[src/rtl/cdb_arbiter_pkg.sv]
// Shared definitions for the common-data-bus arbiter: ROB tag width, CDB payload
// struct and the round-robin pointer wrap helper.
package cdb_arbiter_pkg;

  localparam int ROB_WIDTH  = 6;
  localparam int DATA_WIDTH = 32;

  typedef struct packed {
    logic                  valid;
    logic [ROB_WIDTH-1:0]  tag;
    logic [DATA_WIDTH-1:0] data;
  } cdb_t;

  // Successor of idx modulo n, written as an explicit wrap so non-power-of-two n works.
  function automatic int unsigned rr_next(input int unsigned idx, input int unsigned n);
    if (idx == n - 32'd1) begin
      return 32'd0;
    end else begin
      return idx + 32'd1;
    end
  endfunction

endpackage

[src/rtl/cdb_arbiter_rr_pick.sv]
// Combinational round-robin search: first set bit of valid at or after ptr,
// wrapping modulo N_REQ. Shared with the issue stage.
module rr_pick #(
  parameter int N_REQ = 4
) (
  input  logic [N_REQ-1:0]         valid,
  input  logic [$clog2(N_REQ)-1:0] ptr,
  output logic                     any,
  output logic [$clog2(N_REQ)-1:0] idx
);

  localparam int PTR_W = $clog2(N_REQ);

  logic [PTR_W:0]   raw_s;
  logic [PTR_W:0]   sum_s;
  logic [PTR_W-1:0] cand_s;
  logic             hit_s;

  // Scan N_REQ candidates starting at ptr; the first valid one is latched into idx.
  always_comb begin
    any    = 1'b0;
    idx    = '0;
    raw_s  = '0;
    sum_s  = '0;
    cand_s = '0;
    hit_s  = 1'b0;
    for (int k = 0; k < N_REQ; k++) begin
      raw_s  = {1'b0, ptr} + (PTR_W+1)'(k);
      sum_s  = (raw_s >= (PTR_W+1)'(N_REQ)) ? (raw_s - (PTR_W+1)'(N_REQ)) : raw_s;
      cand_s = sum_s[PTR_W-1:0];
      hit_s  = !any && valid[cand_s];
      idx    = hit_s ? cand_s : idx;
      any    = any | hit_s;
    end
  end

endmodule

[src/rtl/cdb_arbiter.sv]
// Round-robin arbiter for one common data bus: grants one requesting unit per
// cycle and broadcasts its ROB tag and registered result one cycle later.
module cdb_arbiter
  import cdb_arbiter_pkg::*;
#(
  parameter int N_REQ = 4
) (
  input  logic                  clk,
  input  logic                  reset,
  input  logic                  failure,
  input  logic [N_REQ-1:0]      req_valid,
  output logic [N_REQ-1:0]      req_ready,
  input  logic [ROB_WIDTH-1:0]  tag    [N_REQ],
  input  logic [DATA_WIDTH-1:0] result [N_REQ],
  output cdb_t                  cdb
);

  localparam int PTR_W = $clog2(N_REQ);

  logic [PTR_W-1:0]     rr_ptr_q,    rr_ptr_d;
  logic                 grant_v_q,   grant_v_d;
  logic [PTR_W-1:0]     grant_idx_q, grant_idx_d;
  logic [ROB_WIDTH-1:0] grant_tag_q, grant_tag_d;

  logic             pick_any_s;
  logic [PTR_W-1:0] pick_idx_s;
  logic             grant_s;

  rr_pick #(.N_REQ(N_REQ)) u_rr_pick (
    .valid (req_valid),
    .ptr   (rr_ptr_q),
    .any   (pick_any_s),
    .idx   (pick_idx_s)
  );

  // A flush or reset in this cycle suppresses the handshake so no unit drops a result.
  assign grant_s = pick_any_s && !failure && !reset;

  // One-hot ready toward the winning unit.
  always_comb begin
    req_ready = '0;
    if (grant_s) begin
      req_ready[pick_idx_s] = 1'b1;
    end else begin
      req_ready = '0;
    end
  end

  // Next-state: pointer advances past the winner; tag/idx hold when nothing is granted.
  always_comb begin
    rr_ptr_d    = rr_ptr_q;
    grant_v_d   = 1'b0;
    grant_idx_d = grant_idx_q;
    grant_tag_d = grant_tag_q;
    if (grant_s) begin
      rr_ptr_d    = PTR_W'(rr_next(32'(pick_idx_s), 32'(N_REQ)));
      grant_v_d   = 1'b1;
      grant_idx_d = pick_idx_s;
      grant_tag_d = tag[pick_idx_s];
    end else begin
      grant_v_d = 1'b0;
    end
  end

  // Grant state registers with synchronous reset.
  always_ff @(posedge clk) begin
    if (reset) begin
      rr_ptr_q    <= '0;
      grant_v_q   <= 1'b0;
      grant_idx_q <= '0;
      grant_tag_q <= '0;
    end else begin
      rr_ptr_q    <= rr_ptr_d;
      grant_v_q   <= grant_v_d;
      grant_idx_q <= grant_idx_d;
      grant_tag_q <= grant_tag_d;
    end
  end

  // Broadcast; idle cycles select result[0] so data never floats to X.
  always_comb begin
    cdb.valid = grant_v_q;
    cdb.tag   = grant_tag_q;
    if (grant_v_q) begin
      cdb.data = result[grant_idx_q];
    end else begin
      cdb.data = result[0];
    end
  end

endmodule
[config.mk]
export PLATFORM = sky130hd
export DESIGN_NAME = cdb_arbiter
export DESIGN_NICKNAME = d
export VERILOG_FILES = /design/src/rtl/cdb_arbiter_pkg.sv /design/src/rtl/cdb_arbiter_rr_pick.sv /design/src/rtl/cdb_arbiter.sv
export SDC_FILE = /design/constraint.sdc
export NUM_CORES = 1
export LEC_CHECK = 0
export CAP_MARGIN = 20
export CORE_AREA = 2 2 77 79
export CTS_CLUSTER_DIAMETER = 150
export DETAILED_ROUTE_END_ITERATION = 8
export DIE_AREA = 0 0 79 81
export DONT_BUFFER_PORTS = 1
export GPL_ROUTABILITY_DRIVEN = 0
export GPL_TIMING_DRIVEN = 0
export HOLD_SLACK_MARGIN = 0.12
export PLACE_DENSITY = 0.55
export SETUP_SLACK_MARGIN = 0.15
export SYNTH_ARGS = -nofsm -noshare
export SYNTH_HDL_FRONTEND = slang
export SYNTH_SLANG_ARGS = --single-unit
[constraint.sdc]
create_clock -name clk -period 2.7 [get_ports clk]
set_input_delay 0.27 -clock clk [delete_from_list [all_inputs] [get_ports clk]]
set_output_delay 0.27 -clock clk [all_outputs]
set_load 0.02 [all_outputs]
==> results of run 1 <==
state kept, by name, summed over array words and instances, names as in the netlist:
| register | cells |
|---|---|
| grant_idx_q | 2 |
| grant_v_q | 1 |
| grant_tag_q | 6 |
| rr_ptr_q | 2 |
layout make-up:
class,count,share of cell area
Buffer,29,0.0707
Tap cell,75,0.0453
Sequential cell,11,0.106
Multi-Input combinational cell,215,0.747
Inverter,5,0.00906
Clock buffer,4,0.0217
worst paths after layout:
| kind | end | cells past startpoint |
|---|---|---|
| worst max-delay path | cdb[12] | 4 |
| worst min-delay path | grant_v_q | 1 |
| worst max register to register | rr_ptr_q[1] | 9 |
| worst min register to register | rr_ptr_q[0] | 2 |
cells by family (layout without fill, tap and decap cells):
family | count (synthesis) | after routing
muxes | 46 | 46
and+or+nand+nor | 58 | 58
AOI/OAI and AO/OA | 110 | 110
DFF | 11 | 11
adders and majority gates | 1 | 1
buffers and inverters | 34 | 38
where the power goes:
part           switching, mW  internal (mW)
combinational          0.267          0.172
clock                 0.0601          0.104
sequential            0.0281          0.181
total                  0.355          0.457
cell usage after synthesis, types with 2 or more instances:
master,count
nand3b_1,38
a21oi_1,34
o21ai_0,33
o22ai_1,33
mux2_2,32
clkbuf_1,17
mux2i_1,14
dfxtp_1,11
buf_2,7
nor2_1,7
o221ai_1,6
inv_1,4
nand2_1,3
buf_1,2
critical path, delay by kind of cell (launching register included):
kind / cells / cell delay (ns)
buf+inv: 2 / 0.79
flops: 1 / 0.34
compound gates: 2 / 0.63
metal layers:
| layer | track usage | routed length, microns | vias to the layer above | share of wire |
|---|---|---|---|---|
| met4 | 0.0345 | 58 | 0 | 0.0083 |
| met1 | 0.243 | 2860 | 1012 | 0.41 |
| met2 | 0.353 | 3530 | 129 | 0.50 |
| met3 | 0.0344 | 576 | 6 | 0.082 |
| met5 | 0 | 0 | - | 0 |
| li1 | - | - | 1013 | - |
timing repair:
action,4_1_cts,5_1_grt
setup endpoints to repair,0,3
hold endpoints to repair,0,0
gates resized for setup,0,2
stage by stage:
stage / power (mW) / utilization
finish: 0.812 / 0.365
global route: 0.869 / 0.365
CTS: 0.822 / 0.365
detailed placement: 0.653 / 0.357
global placement: 0.650 / 0.357
floorplan: 0.582 / -
==> key figures, run 1 <==
Run status
  – Run status: finished clean

Final layout
  – FF+latch area: 220 sq um
  – Fillers: 621
  – Most common cell after layout, fill and taps aside: nand3b_1
  – Diodes inserted: 0
  – Commonest cells after routing, fill and taps aside: nand3b_1 (38), a21oi_1 (34), o22ai_1 (33), o21ai_0 (33), mux2_2 (32)
  – Area of the multi-input gates: 1550 sq um
  – Share of layout cells above drive strength 1: 0.208
  – Syn-to-layout area delta: 7.25%
  – Finished Layout Cells: 339
  – # nets final: 425
  – Finished layout cell area: 2070 sq um

Synth
  – Multiplexer share of the synthesized area: 0.259
  – Top_reg_cell synth: dfxtp_1
  – Post-synth top area share: 0.187
  – Asr flop ratio synth: 0
  – Mean Syn Cell Area: 7.43 sq um
  – Synthesis-stage register bit count: 11
  – Compound-gate portion of the synthesized area: 0.325
  – Synth Cell Area: between 1500 and 2000 sq um
  – Syn_nets: 420
  – Largest family of logic cells by synthesized area: compound AO/OA/AOI/OAI gates
  – Adder-Cell Fraction of Synth Area: 0.00648
  – Synth area leader: mux2_2
  – Gate count of the mapped netlist: 260
  – Synth Area in Simple Gates: 0.210
  – Yosys warning count: 0
  – Largest cells by area after synthesis: mux2_2 (19%), nand3b_1 (15%), dfxtp_1 (11%)
  – Sequential element share of the synthesized area: 0.114
  – Post-synth EDFFs: 0
  – Post-Synth XOR/XNOR Area: 0
  – Yosys cell types: 33

Route
  – DRT iter0 DRCs: 75
  – Post-DR vias/cell: about 6.4
  – Wirelength per Cell: ~21 microns
  – Post-Route WL: 7.02 mm
  – Via count of the routed design: 2,160
  – Post-DRT Antenna Nets: 0
  – DRC errors left: 0
  – First-pass DRT Iterations: 4

Setup path
  – CP dominant cell by count: clkbuf_1
  – Arr. time, crit path: 2.00 ns
  – Worst Path Required: 2.43 ns
  – Worst R2R Setup Slack: 0.98 ns
  – Capturing element type of the critical path: primary output
  – Reg2reg start: rr_ptr_q[0]
  – Crit Path Max Fanout: 10
  – Critical Path Source: grant_v_q
  – Startpoint class of the critical path: flip-flop
  – Cell Chain, Critical Path: clkbuf_1 -> clkbuf_1 -> o22ai_1 -> a21oi_1
  – Critical-path top delay cell: a21oi_1
  – CP max stage delay: 0.47 ns
  – CP Class: flip-flop to primary output

Clocking
  – Cts hold-fix bufs: 0
  – CTS root buf: clkbuf_8
  – Clk sinks: 11
  – CTS tree: done
  – TritonCTS Buffers: 3
  – Clock Tree Buf Depth: 2
  – H-Tree Depth: 1
  – Setup Fix Bufs, Post-CTS: 0
  – Clk slew on worst S/H paths: 0.05 ns
  – Clk_lat worst skew: 0.23 ns

STA
  – F_max: 441 MHz
  – Worst hold margin: around 0.13 ns
  – Final hold viol count: 0
  – Final WS setup: 0.431 ns
  – Fin Clk Skew: 0.000447 ns
  – Final min period: 2.27 ns
  – Final setup viols: 0
  – RSZ-0062 raised after global routing: false
  – Max-slew violations: 0
  – Tcrit/Tclk final: 0.840
  – Max transition margin: 0.620
  – Worst Max-Slew Pin Slew: 0.565 ns
  – TNS Setup: 0 ns

Floorplanning
  – Die Span X: 79 microns
  – Die Y: 81 microns
  – Die outline area: 6400 sq um
  – Rows: 28
  – Floorplan core area: between 5000 and 6000 sq um
  – I/O Pins: about 200
  – Initial core utilization: 0.340

Power and ir drop
  – Leakage: 0.693 nW
  – PD cells: between 300 and 400 nW/um^2
  – VDD IR max: 0.306 mV

Placed design
  – DP Cell Count: 335
  – DPL Wire Length: around 5.6 mm
  – Port Buf Inserts: 0
  – Placed cell areas: 2030 sq um
  – Setup WS pre-CTS: roughly 0.56 ns

Flow run
  – Max Cap Viol: 0

Worst hold path
  – HP Start: reset
  – Hold Crit Class: primary input to flip-flop

Global route
  – First-pass GRT wire length: a little over 10 mm
  – GRT overflow: 0
  – Largest net degree at the start of global routing: 11
  – Number of global-route vias before repair: between 1,500 and 2,000
  – Antenna violations before repair: 0
  – GRT Overall Usage: 0.194
No activity file was read; power rests on OpenSTA's default activity.
==> inputs of run 2 (changes only) <==
clock period = 2.3 ns   (was 2.7 ns; I/O delays follow)
==> run 2 against run 1 <==
Register-to-register slack worse by 0.40 ns. Utilization up 1.1 points. Cell count up 0.29%. Clock skew about the same. Via count up 1.7%. Flip-flop and latch count unchanged. Worst hold slack better by 0.092 ns. Design area up 3.0%. Non-clock buffer count up 1. Clock-buffer cell count unchanged. Largest cell class unchanged.
==> key figures, run 2 (synthesized netlist as in run 1, its figures left out) <==
Run status
  – Run status: finished clean

Final layout
  – Diodes inserted: 0 (unchanged)
  – Most common cell after layout, fill and taps aside: nand3b_1
  – # nets final: 426 (+0.24%)
  – Commonest cells after routing, fill and taps aside: nand3b_1 (38), o22ai_1 (33), o21ai_0 (33)
  – Share of layout cells above drive strength 1: 0.272 (+0.0634)
  – Largest regs: grant_tag_q x6, grant_idx_q x2, rr_ptr_q x2
  – Reg with most FFs: grant_tag_q
  – Finished layout cell area: 2130 sq um (+3.0%)
  – Number of flip-flops in the largest register: 6 (unchanged)
  – Syn-to-layout area delta: 10.4%

Setup path
  – Critical path's top delay family: simple AND/OR/NAND/NOR gates
  – CP max stage delay: 0.49 ns (+0.02 ns)
  – Critical-path top delay cell: nor4_2
  – Reg2reg start: rr_ptr_q[0]
  – Worst R2R Setup Slack: 0.58 ns (-0.40 ns)
  – Worst setup path end: req_ready[0]
  – CP Class: flip-flop to primary output
  – Reg2Reg Capture Point: rr_ptr_q[1]
  – Cell Chain, Critical Path: nand2b_2 -> a21oi_2 -> a211o_1 -> buf_6 -> buf_12 -> inv_2 -> nor4_2
  – Arr. time, crit path: 1.85 ns (-0.15 ns)
  – Startpoint class of the critical path: flip-flop
  – Reg2reg path depth: 9 (unchanged)
  – Worst path depth: 7 (+3)
  – Critical Path Source: rr_ptr_q[0]
  – Crit Path Max Fanout: 10 (unchanged)
  – Worst Path Required: 2.07 ns (-0.36 ns)
  – Capturing element type of the critical path: primary output
  – CP Buf/Inv Count: 3 (+1)

Clocking
  – Clk slew on worst S/H paths: 0.05 ns (about the same)
  – Setup Fix Bufs, Post-CTS: 0 (unchanged)
  – TritonCTS Buffers: 3 (unchanged)
  – H-Tree Depth: 1 (unchanged)
  – CTS root buf: clkbuf_8
  – Clk sinks: 11 (unchanged)
  – CTS tree: done
  – Clock Tree Buf Depth: 2 (unchanged)
  – Clk_lat worst skew: 0.23 ns (about the same)

Global route
  – Gr busiest metal: met2
  – GRT Overall Usage: 0.197 (+0.00234)
  – First-pass GRT wire length: 10.3 mm (+1.3%)
  – Antenna violations before repair: 0 (unchanged)
  – GRT overflow: 0 (unchanged)
  – Largest net degree at the start of global routing: 11 (unchanged)
  – GR Layer Usage met2: 0.358 (+0.00424)
  – Met3 Usage GRT: 0.0389 (+0.00444)
  – Number of global-route vias before repair: 2,021 (+1.9%)
  – Met1 usage: 0.242 (-0.000667)

Flow run
  – Max Cap Viol: 0 (unchanged)

Route
  – DRC errors left: 0 (unchanged)
  – Post-DRT Antenna Nets: 0 (unchanged)
  – Via count of the routed design: 2,196 (+1.7%)
  – First-pass DRT Iterations: 5 (+1)
  – Post-DR vias/cell: 6.46 (+1.4%)
  – DRT iter0 DRCs: 70 (-6.7%)
  – Wirelength per Cell: 20.9 microns (+1.1%)
  – Post-Route WL: 7.12 mm (+1.4%)

Placed design
  – Port Buf Inserts: 0 (unchanged)
  – Setup WS pre-CTS: 0.202 ns (-0.360 ns)
  – DPL Wire Length: 5.60 mm (unchanged)
  – Placed cell areas: 2030 sq um (unchanged)

Floorplanning
  – Floorplan core area: 5680 sq um (unchanged)
  – Initial core utilization: 0.340 (unchanged)
  – Die Span X: 79 microns (unchanged)
  – Die Y: 81 microns (unchanged)
  – Die outline area: 6400 sq um (unchanged)
  – I/O Pins: 202 (unchanged)
  – Rows: 28 (unchanged)

STA
  – TNS Setup: 0 ns (unchanged)
  – Worst Max-Slew Pin Slew: 0.583 ns (+0.0181 ns)
  – RSZ-0062 raised after global routing: true
  – Fin Clk Skew: 0.000370 ns (-0.0000761 ns)
  – Final setup viols: 0 (unchanged)
  – F_max: ~480 MHz
  – Worst hold margin: 0.222 ns (+0.0918 ns)
  – Final hold viol count: 0 (unchanged)
  – Tcrit/Tclk final: 0.904
  – Max transition margin: 0.611 (-0.00890)
  – Max-slew violations: 0 (unchanged)
  – Final WS setup: 0.222 ns (-0.210 ns)
  – Final min period: between 2 and 2.5 ns

Worst hold path
  – Hold Crit Class: primary input to flip-flop

Power and ir drop
  – VDD IR max: 0.345 mV (+13%)
  – Power Total: 0.973 mW (+20%)
  – PD cells: 456 nW/um^2 (+16%)
  – Leakage: 0.717 nW (+3.4%)
## run 2: cell types whose count changed in the layout (fill, tap and decap cells not counted), sizes merged
| cell | change |
|---|---|
| dlygate4sd3 | +1 |
## run 2: worst min-delay path by stage
stage               startpoint             end  slack (ns)  cells past startpoint
finish                  tag[0]  grant_tag_q[0]        0.22                      2
global route            tag[5]  grant_tag_q[5]        0.23                      2
CTS                     tag[0]  grant_tag_q[0]        0.22                      2
detailed placement       reset       grant_v_q        0.34                      1
global placement         reset       grant_v_q        0.33                      1
floorplan                reset       grant_v_q        0.32                      1
## run 2: worst register-to-register path: stages (launching register included)
cell and delay, ns:
dfxtp_1 0.37, nand2b_2 0.15, a21oi_2 0.05, a211o_1 0.28
buf_6 0.16, buf_12 0.15, inv_2 0.06, ha_1 0.22
mux2i_1 0.13, nor2_1 0.05
## run 2: power breakdown
group	total [mW]	internal, mW	switching, mW
clock network	0.192	0.122	0.0707
logic	0.535	0.211	0.324
registers	0.246	0.213	0.0330
total	0.973	0.546	0.428
## run 2: routing by layer
layer / wire length, microns / up-vias / share of wire
met4: 57 / 0 / 0.0080
met5: 0 / - / 0
met3: 633 / 6 / 0.089
met1: 2850 / 1041 / 0.40
li1: - / 1012 / -
met2: 3570 / 137 / 0.50
## run 2: area by class of cell
cell class | instances | area (sq um)
repair buffers | 1 | 10.0
plain buffers | 29 | 155
clock buffers | 4 | 45.0
well taps | 75 | 93.8
inverters | 5 | 18.8
fillers | 609 | 3540
multi-input cells | 215 | 1590
flip-flops and latches | 11 | 220
## run 2: stage by stage
stage | std cells | utilization
after floorplan | 260 | -
after global placement | 335 | 0.357
after detailed placement | 335 | 0.357
after CTS | 340 | 0.374
after global routing | 340 | 0.376
final | 340 | 0.376
## run 2: what timing repair did
action,in CTS,in global routing
hold buffers,1,0
endpoints found under the setup margin,32,32
endpoints found under the hold margin,1,0
gates resized for setup,14,7
==> inputs of run 3 (changes only) <==
CORE_AREA = 2 2 78 80   (was 2 2 77 79)
DIE_AREA = 0 0 80 82   (was 0 0 79 81)
PLACE_DENSITY = 0.54   (was 0.55)
SYNTH_HIERARCHICAL = 1   (was not set)
==> run 3 against run 2 <==
Synthesized cell count shrank 1.5%. Largest cell class unchanged. Critical path type unchanged. Highest routed layer unchanged. Worst hold slack gained 0.064 ns. Clock power is essentially flat.
==> key figures, run 3 <==
Global route
  – Largest net degree at the start of global routing: 11 (unchanged)
  – GRT overflow: 0 (unchanged)
  – Met1 usage: 0.229 (-0.0130)
  – GRT Overall Usage: 0.184 (-0.0132)
  – First-pass GRT wire length: 9.58 mm (-6.5%)
  – GR Layer Usage met2: 0.326 (-0.0318)
  – Number of global-route vias before repair: 1,905 (-5.7%)
  – Antenna violations before repair: 0 (unchanged)
  – Gr busiest metal: met2
  – Met3 Usage GRT: 0.0473 (+0.00836)

Placed design
  – DP Cell Count: 331 (-1.2%)
  – Port Buf Inserts: 0 (unchanged)
  – Placed cell areas: 2050 sq um (+1.2%)
  – DPL Wire Length: 5.42 mm (-3.3%)

Synth
  – Post-synth top area share: 0.184 (-0.00227)
  – Synth area leader: mux2_2
  – Compound-gate portion of the synthesized area: 0.291 (-0.0340)
  – Gate count of the mapped netlist: 256 (-1.5%)
  – Most numerous cell in the Yosys netlist: a21oi_1
  – Sequential element share of the synthesized area: 0.113 (-0.00139)
  – Post-synth EDFFs: 0 (unchanged)
  – Largest cells by area after synthesis: mux2_2 (18%), nand3b_1 (12%), dfxtp_1 (11%)
  – Multiplexer share of the synthesized area: 0.299 (+0.0404)
  – Post-Synth XOR/XNOR Area: 0 (unchanged)
  – Asr flop ratio synth: 0 (unchanged)
  – Adder-Cell Fraction of Synth Area: 0.0256 (+0.0191)
  – Synthesis-stage register bit count: 11 (unchanged)
  – Top cells by count, synth: a21oi_1 (37), o21ai_0 (33), mux2_2 (32), nand3b_1 (32), o22ai_1 (32)
  – Yosys warning count: 6 (+6)
  – Synth Area in Simple Gates: 0.173 (-0.0371)
  – Yosys cell types: 24 (-27%)
  – Top_reg_cell synth: dfxtp_1
  – Synth Cell Area: 1960 sq um (+1.2%)
  – Syn_nets: 419 (-0.24%)
  – Largest family of logic cells by synthesized area: multiplexers
  – Mean Syn Cell Area: 7.64 sq um (+2.8%)

Route
  – DRT iter0 DRCs: 50 (-29%)
  – Wirelength per Cell: 20.6 microns (-1.6%)
  – First-pass DRT Iterations: 4 (-1)
  – Post-DRT Antenna Nets: 0 (unchanged)
  – Post-Route WL: 6.94 mm (-2.5%)
  – Via count of the routed design: 2,071 (-5.7%)
  – DRC errors left: 0 (unchanged)
  – Post-DR vias/cell: 6.15 (-4.9%)

STA
  – Worst Max-Slew Pin Slew: 0.543 ns (-0.0395 ns)
  – Worst hold margin: 0.286 ns (+0.0643 ns)
  – F_max: 490 MHz (+1.8%)
  – RSZ-0062 raised after global routing: false
  – Final setup viols: 0 (unchanged)
  – Final hold viol count: 0 (unchanged)
  – Max-slew violations: 0 (unchanged)
  – Max transition margin: 0.638 (+0.0263)
  – Tcrit/Tclk final: 0.888 (-0.0159)
  – TNS Setup: 0 ns (unchanged)
  – Final min period: 2.04 ns (-0.0365 ns)
  – Fin Clk Skew: 0.00356 ns (+0.00319 ns)

Setup path
  – Critical-path top delay cell: dfxtp_1
  – CP max stage delay: 0.35 ns (-0.14 ns)
  – CP Class: flip-flop to primary output
  – Startpoint class of the critical path: flip-flop
  – Arr. time, crit path: 1.81 ns (-0.04 ns)
  – Critical path's top delay family: compound AO/OA/AOI/OAI gates
  – Crit Path Max Fanout: 8 (-2)
  – CP dominant cell by count: a21oi_1
  – Worst Path Required: 2.07 ns (about the same)
  – Capturing element type of the critical path: primary output
  – Cell Chain, Critical Path: a21oi_1 -> o21ai_0 -> a21oi_1 -> buf_2 -> inv_1 -> ha_1 -> and2_1
  – CP Buf/Inv Count: 2 (-1)

Clocking
  – CTS tree: done
  – CTS root buf: clkbuf_8
  – Clock Tree Buf Depth: 2 (unchanged)
  – Clk sinks: 11 (unchanged)
  – H-Tree Depth: 1 (unchanged)
  – TritonCTS Buffers: 3 (unchanged)
  – Clk_lat worst skew: 0.24 ns (about the same)
  – Clk slew on worst S/H paths: 0.05 ns (about the same)

Final layout
  – Reg with most FFs: grant_tag_q
  – Finished layout cell area: 2140 sq um (+0.29%)
  – Finished Core Util: 0.372 (-0.00349)
  – Largest regs: grant_tag_q x6, grant_idx_q x2, rr_ptr_q x2
  – Syn-to-layout area delta: 9.40%
  – Commonest cells after routing, fill and taps aside: o21ai_0 (33), nand3b_1 (32), mux2_2 (32), o22ai_1 (32), a21oi_1 (31)
  – Finished Layout Cells: 337 (-0.88%)
  – Share of layout cells above drive strength 1: 0.256 (-0.0160)
  – Diodes inserted: 0 (unchanged)
  – # nets final: 426 (unchanged)
  – Number of flip-flops in the largest register: 6 (unchanged)
  – Most common cell after layout, fill and taps aside: o21ai_0

Worst hold path
  – Hold Crit Class: primary input to flip-flop

Power and ir drop
  – Leakage: 0.714 nW (-0.43%)
  – Internal cell power: 0.543 mW (-0.46%)
  – Gate power share: 0.546 (-0.004)
  – Sw Share: 0.429 (-0.0103)
  – PD cells: 445 nW/um^2 (-2.5%)
  – Clock network power share: 0.201 (+0.003)
  – VDD IR max: 0.397 mV (+15%)
  – P_sw: 0.408 mW (-4.5%)
  – Seq pwr share: 0.253 (about the same)

Run status
  – Run status: finished clean

Floorplanning
  – Die Y: 82 microns (+1.2%)
  – Rows: 28 (unchanged)
  – I/O Pins: 202 (unchanged)
  – Initial core utilization: 0.340 (about the same)
  – Die Span X: 80 microns (+1.3%)
  – Floorplan core area: 5750 sq um (+1.2%)
  – Die outline area: 6560 sq um (+2.5%)

Flow run
  – Max Cap Viol: 0 (unchanged)
run 3: cell count changes after synthesis, moves of 4 or more:
| cell | change |
|---|---|
| mux4_2 | +6 |
| nand3b_1 | -6 |
| mux2i_1 | -5 |
| o221ai_1 | -5 |
| buf_6 | +4 |
| nor2_1 | +4 |
run 3: logic make-up (layout without fill, tap and decap cells):
logic type                 count (synthesis)  after routing
buffers and inverters                     37             43
adders and majority gates                  4              4
muxes                                     47             47
AOI/OAI and AO/OA                        104            104
and+or+nand+nor                           53             53
DFF                                       11             11
run 3: worst reg2reg max path, stage by stage (launching register included):
cell,delay [ns]
dfxtp_2,0.35
inv_2,0.04
a221o_1,0.33
a21oi_2,0.19
buf_6,0.18
mux4_2,0.51
mux2i_1,0.14
nor2_1,0.05
run 3: layout make-up:
cell class / count / area [sq um]
tap: 75 / 93.8
fill: 622 / 3610
multi-input combinational: 208 / 1570
clock buffer: 3 / 41.3
sequential: 11 / 221
clock inverter: 1 / 5.00
buffer: 29 / 164
timing repair buffer: 2 / 17.5
inverter: 8 / 30.0
run 3: path summary, 6_finish.rpt:
check                           cells past startpoint   startpoint        endpoint  slack, ns
worst max-delay path                                7  rr_ptr_q[1]    req_ready[1]       0.26
worst max register to register                      7  rr_ptr_q[0]  grant_tag_q[0]       0.38
worst min-delay path                                2      failure       grant_v_q       0.29
worst min register to register                      2  rr_ptr_q[0]     rr_ptr_q[0]       0.48
run 3: power by group through the flow:
stage          clock network (mW)  registers [mW]  logic [mW]
3_5_place_dp                    0           0.245       0.507
2_1_floorplan                   0           0.239       0.432
5_1_grt                     0.207           0.244       0.564
4_1_cts                     0.198           0.241       0.515
3_3_place_gp                    0           0.244       0.503
6_report                    0.191           0.241       0.519
run 3: per-layer routing:
layer | up-vias | part of all wire
li1 | 986 | -
met1 | 965 | 0.40
met2 | 118 | 0.49
met3 | 2 | 0.11
met4 | 0 | 0.0020
met5 | - | 0
run 3: timing repair:
item                                    CTS  global route
resized for setup                         4             7
buffers inserted                          0             1
hold endpoints to repair                  1             0
pin swaps                                 0             1
hold buffers                              1             0
endpoints found under the setup margin    5            12
run 3: stage by stage:
stage	setup slack (ns)	total power [mW]
3_5_place_dp	0.194	0.752
6_report	0.258	0.951
3_3_place_gp	0.231	0.747
5_1_grt	0.155	1.01
4_1_cts	0.182	0.954
2_1_floorplan	0.393	0.671
